--- src/rtl/com_port_pkg.sv ---
// Shared types and constants for the cartridge PORT strobe generator.
package com_port_pkg;

    localparam int unsigned WAIT_W    = 2;
    localparam logic [3:0]  PORT_BASE = 4'h2;

    typedef enum logic [2:0] {
        IDLE,
        ADRS,
        WAIT,
        STROBE,
        RELEASE
    } port_state_e;

endpackage

--- src/rtl/port_strobe_gen.sv ---
// Decodes 68k cycles to the cartridge PORT region and generates registered
// byte-lane OE/WE strobes, nPORTADRS and a local DTACK with programmable waits.
module port_strobe_gen #(
    parameter logic [3:0]  PORT_BASE = com_port_pkg::PORT_BASE,
    parameter int unsigned WAIT_W    = com_port_pkg::WAIT_W
) (
    input  logic              CLK_24M,
    input  logic              nRESET,
    input  logic              CLK_EN_68K,
    input  logic [23:1]       M68K_ADDR,
    input  logic              M68K_RW,
    input  logic              nAS,
    input  logic              nLDS,
    input  logic              nUDS,
    input  logic [WAIT_W-1:0] PORT_WAIT,
    output logic              nPORTADRS,
    output logic              nPORTOEL,
    output logic              nPORTOEU,
    output logic              nPORTWEL,
    output logic              nPORTWEU,
    output logic              nDTACK_PORT,
    output logic              PORT_ACTIVE
);

    import com_port_pkg::*;

    port_state_e       state_q;
    logic [WAIT_W-1:0] wait_cnt_q;
    logic              rw_q;
    logic              lds_l_q;
    logic              uds_l_q;
    logic              adrs_n_q;
    logic              oel_n_q;
    logic              oeu_n_q;
    logic              wel_n_q;
    logic              weu_n_q;
    logic              dtack_n_q;
    logic              active_q;

    logic              hit;
    logic              ds_any;
    logic              unused_addr;

    assign hit         = ~nAS & (M68K_ADDR[23:20] == PORT_BASE);
    assign ds_any      = ~nLDS | ~nUDS;
    assign unused_addr = ^M68K_ADDR[19:1];

    // Sequencer: the abort and release paths watch nAS every CLK_24M cycle,
    // while forward progress through ADRS/WAIT is paced by the 68k enable.
    always_ff @(posedge CLK_24M) begin
        if (!nRESET) begin
            state_q    <= IDLE;
            wait_cnt_q <= '0;
            rw_q       <= 1'b1;
            lds_l_q    <= 1'b0;
            uds_l_q    <= 1'b0;
            adrs_n_q   <= 1'b1;
            oel_n_q    <= 1'b1;
            oeu_n_q    <= 1'b1;
            wel_n_q    <= 1'b1;
            weu_n_q    <= 1'b1;
            dtack_n_q  <= 1'b1;
            active_q   <= 1'b0;
        end else begin
            unique case (state_q)
                IDLE: begin
                    if (CLK_EN_68K && hit) begin
                        state_q    <= ADRS;
                        adrs_n_q   <= 1'b0;
                        wait_cnt_q <= PORT_WAIT;
                        rw_q       <= M68K_RW;
                        active_q   <= 1'b1;
                    end
                end
                ADRS: begin
                    if (nAS) begin
                        state_q  <= IDLE;
                        adrs_n_q <= 1'b1;
                        active_q <= 1'b0;
                    end else if (CLK_EN_68K) begin
                        state_q <= WAIT;
                    end
                end
                WAIT: begin
                    if (nAS) begin
                        state_q  <= IDLE;
                        adrs_n_q <= 1'b1;
                        active_q <= 1'b0;
                    end else if (CLK_EN_68K) begin
                        if (wait_cnt_q != '0) begin
                            wait_cnt_q <= wait_cnt_q - WAIT_W'(1);
                        end else if (ds_any) begin
                            state_q   <= STROBE;
                            lds_l_q   <= ~nLDS;
                            uds_l_q   <= ~nUDS;
                            oel_n_q   <= ~(rw_q & ~nLDS);
                            oeu_n_q   <= ~(rw_q & ~nUDS);
                            wel_n_q   <= ~(~rw_q & ~nLDS);
                            weu_n_q   <= ~(~rw_q & ~nUDS);
                            dtack_n_q <= 1'b0;
                        end
                    end
                end
                STROBE: begin
                    if (nAS) begin
                        state_q   <= RELEASE;
                        adrs_n_q  <= 1'b1;
                        oel_n_q   <= 1'b1;
                        oeu_n_q   <= 1'b1;
                        wel_n_q   <= 1'b1;
                        weu_n_q   <= 1'b1;
                        dtack_n_q <= 1'b1;
                    end else begin
                        // Lanes stay frozen to the set captured on entry.
                        oel_n_q <= ~(rw_q & lds_l_q);
                        oeu_n_q <= ~(rw_q & uds_l_q);
                        wel_n_q <= ~(~rw_q & lds_l_q);
                        weu_n_q <= ~(~rw_q & uds_l_q);
                    end
                end
                RELEASE: begin
                    state_q  <= IDLE;
                    active_q <= 1'b0;
                end
                default: begin
                    state_q  <= IDLE;
                    active_q <= 1'b0;
                end
            endcase
        end
    end

    assign nPORTADRS   = adrs_n_q;
    assign nPORTOEL    = oel_n_q;
    assign nPORTOEU    = oeu_n_q;
    assign nPORTWEL    = wel_n_q;
    assign nPORTWEU    = weu_n_q;
    assign nDTACK_PORT = dtack_n_q;
    assign PORT_ACTIVE = active_q;

endmodule

--- config.mk ---
export PLATFORM = sky130hd
export DESIGN_NAME = port_strobe_gen
export DESIGN_NICKNAME = d
export VERILOG_FILES = /design/src/rtl/com_port_pkg.sv /design/src/rtl/port_strobe_gen.sv
export SDC_FILE = /design/constraint.sdc
export NUM_CORES = 1
export LEC_CHECK = 0
export BUFFER_PORTS_ARGS = -buffer_cell sky130_fd_sc_hd__buf_2
export CAP_MARGIN = 10
export CORE_ASPECT_RATIO = 0.7
export CORE_MARGIN = 2
export CORE_UTILIZATION = 44
export DETAILED_ROUTE_END_ITERATION = 10
export GPL_ROUTABILITY_DRIVEN = 1
export GPL_TIMING_DRIVEN = 0
export PLACE_DENSITY_LB_ADDON = 0.05
export SLEW_MARGIN = 40
export SYNTH_ARGS = -nofsm -noshare
export SYNTH_HDL_FRONTEND = slang
export SYNTH_SLANG_ARGS = --single-unit
--- constraint.sdc ---
create_clock -name CLK_24M -period 2.9 [get_ports CLK_24M]
set_input_delay 0.58 -clock CLK_24M [delete_from_list [all_inputs] [get_ports CLK_24M]]
set_output_delay 0.58 -clock CLK_24M [all_outputs]
set_load 0.01 [all_outputs]
==> impl_metrics.ini <==
[setup_path]
path_buf_inv = 1
cp_slowest_cell = or4bb_4
cp-end-kind = flop
worstPathRequired_ps = 3080
critPathArrivalTime_ps = 1910
critPathMaxFanout = 4
max_stage_delay_ps = 540
critical_path.cell_chain = inv_1 -> ha_1 -> or4bb_4 -> o21ai_4 -> nand2_1 -> o41ai_2
ff2ff_setup_slack_ps = 1170
crit_type = reg2reg
cp-start-kind = flop
cp-startpoint = wait_cnt_q[0]$_SDFFE_PN0P_
r2r_start = wait_cnt_q[0]$_SDFFE_PN0P_
cpLargestDelayFamily = simple AND/OR/NAND/NOR gates

[placement]
io_buffers = 19
place_congestion = 0.735
hpwl_um = 1340

[finish]
syn_to_final_growth_pct = 17.7
nNetsFinal = 152
utilization_pct = 54.0
diodes = 0
drive_above_1_share_pct = 31.4

[detailed_routing]
drt_iter0_markers = 14
viasPerCell = 5.33
firstDrtPassIters = 4
route.detailed.drc = 0
wl_um = 1720
wl_per_cell_um = 12.3
ant_nets = 0
num_vias = 746

[grt]
grt_pass1_vias = 656
track_usage_pct = 16.5
grt_first_pass_wirelength_um = 2770
overflow = 0
antenna_found_initial = 0
grt_max_degree = 11

[pwr]
p_switching_uw = 83.4
clockPowerShare_pct = 32.6
p_leak_uw = 0.000371
comb_power_share_pct = 9.7
seqPwrFrac_pct = 57.7
ir_drop_mv = 0.257
power.density_nw_per_um2 = 363
sw_frac_of_total_pct = 23.2
power.internal_uw = 276

[die]
chipWidth_um = 56.3
pin_count = 39
die_area_um2 = 2290
core-area_um2 = 1840
dieHeight_um = 40.6
start_util_pct = 45.9
row_count = 13

[hold_path]
min_path_type = reg2reg
hp-start = wait_cnt_q[0]$_SDFFE_PN0P_

[cts]
cts_hold_buf = 0
clkLatencyLatePin_ps = 280
cts_buffers = 3
ctsLongestPathBuffers = 2
htree_num_levels = 1
cts_tree = built
cts_resized = 0
clkSinkCount = 15
postCtsSetupRepairBufs = 0
path_clk_slew_ps = 80
clockRootBuffer = clkbuf_4

[yosys]
ys.flop_type = dfxtp_1
syn_nets = 128
synth-edff-count = 0
yosysSeqAreaShare_pct = 35.6
async_reset_ff_share_pct = 0
synth_cells = 95
ys_seq_elements = 15
netlist_area_um2 = 843
yosysWarnings = 0
synth_cell_types = 41
postSynthAreaPerCell_um2 = 8.88

[job]
cap_violations = 0

[sta]
setup_viol = 0
worst_slew_pin_slew_ps = 544
hold_viol = 0
setup_tns_ps = 0
rsz0062_at_grt = false
relSlewSlack_pct = 63.6
max_freq_ghz = 0.579
final_max_slew_viol_count = 0
period_share_pct = 59.5
fin_skew_ps = 6.11
period_minus_slack_ps = 1730

[outcome]
outcome = completed
power groups by stage:
stage | clock (uW) | combinational [uW] | sequential, uW
after floorplan | 0 | 19.1 | 213
after global placement | 0 | 33.8 | 212
after detailed placement | 0 | 34.8 | 213
after CTS | 121 | 35.0 | 208
after global routing | 129 | 39.1 | 208
final | 117 | 34.7 | 208
placed cells by master (no fill, tap or decap), types with 2 or more instances in the layout:
master / count
dfxtp_1: 15
clkbuf_4: 3
o22ai_1: 2
nor3b_1: 2
inv_1: 4
nor2b_1: 5
a21oi_1: 3
nand2b_1: 4
mux2i_1: 2
a211oi_1: 4
nand2_1: 7
clkbuf_1: 4
nor2_1: 7
nor3_1: 3
o21ai_1: 7
buf_2: 20
sequential cells by signal, summed over array words and instances (netlist names):
| register | count |
|---|---|
| PORT_ACTIVE | 1 |
| wait_cnt_q | 2 |
| nDTACK_PORT | 1 |
| lds_l_q | 1 |
| nPORTADRS | 1 |
| state_q | 3 |
| rw_q | 1 |
| nPORTWEU | 1 |
| nPORTOEL | 1 |
| nPORTWEL | 1 |
| uds_l_q | 1 |
| nPORTOEU | 1 |
Yosys cell counts (2+ instances only):
cell type	number	share of area, %
nand2_1	7	3.1
mux2i_1	2	2.4
nor3_1	3	1.8
nor2b_1	5	3.7
inv_1	4	1.8
o22ai_1	2	1.5
clkbuf_1	3	1.3
a211oi_1	4	3.6
a21oi_1	3	1.8
nor2_1	7	3.1
nor3b_1	2	1.8
dfxtp_1	15	36
nand2b_1	4	3.0
o21ai_1	7	4.2
final cells by class:
| cell class | count | area (um^2) |
|---|---|---|
| buffer | 6 | 35.0 |
| clock buffer | 4 | 26.3 |
| fill | 187 | 846 |
| inverter | 5 | 18.8 |
| multi-input combinational | 69 | 489 |
| sequential | 15 | 300 |
| tap | 22 | 27.5 |
| timing repair buffer | 19 | 95.1 |
per-stage QoR:
| stage | hold WS [ps] | instances | worst slack [ps] | total power (uW) | cell area [um^2] |
|---|---|---|---|---|---|
| after floorplan | 439 | 95 | 1120 | 232 | 843 |
| after global placement | 445 | 136 | 932 | 246 | 966 |
| after detailed placement | 469 | 136 | 922 | 247 | 966 |
| after CTS | 480 | 140 | 1150 | 364 | 992 |
| after global routing | 493 | 140 | 1070 | 376 | 992 |
| final | 474 | 140 | 1170 | 360 | 992 |
logic make-up (layout without fill, tap and decap cells):
family	after synthesis	count (layout)	share of synthesized area [%]
adders and majority gates	1	1	1.48
buffers and inverters	11	34	6.38
DFF	15	15	35.6
muxes	4	4	5.04
and+or+nand+nor	40	40	30.6
AOI/OAI and AO/OA	24	24	20.9
path summary, 6_finish.rpt:
| check | cells past startpoint | to |
|---|---|---|
| max | 6 | wait_cnt_q[0]$_SDFFE_PN0P_ |
| max reg2reg | 6 | wait_cnt_q[0]$_SDFFE_PN0P_ |
| min | 1 | wait_cnt_q[0]$_SDFFE_PN0P_ |
| min reg2reg | 1 | wait_cnt_q[0]$_SDFFE_PN0P_ |
routing by layer:
metal	global-route usage (%)	part of all wire, %	vias up
met1	19.5	51	338
met3	6.31	4.7	2
met5	0	0	-
met2	30.0	44	14
li1	-	-	392
met4	2.98	0.41	0
Note: power is estimated with default switching activity, not from simulation.
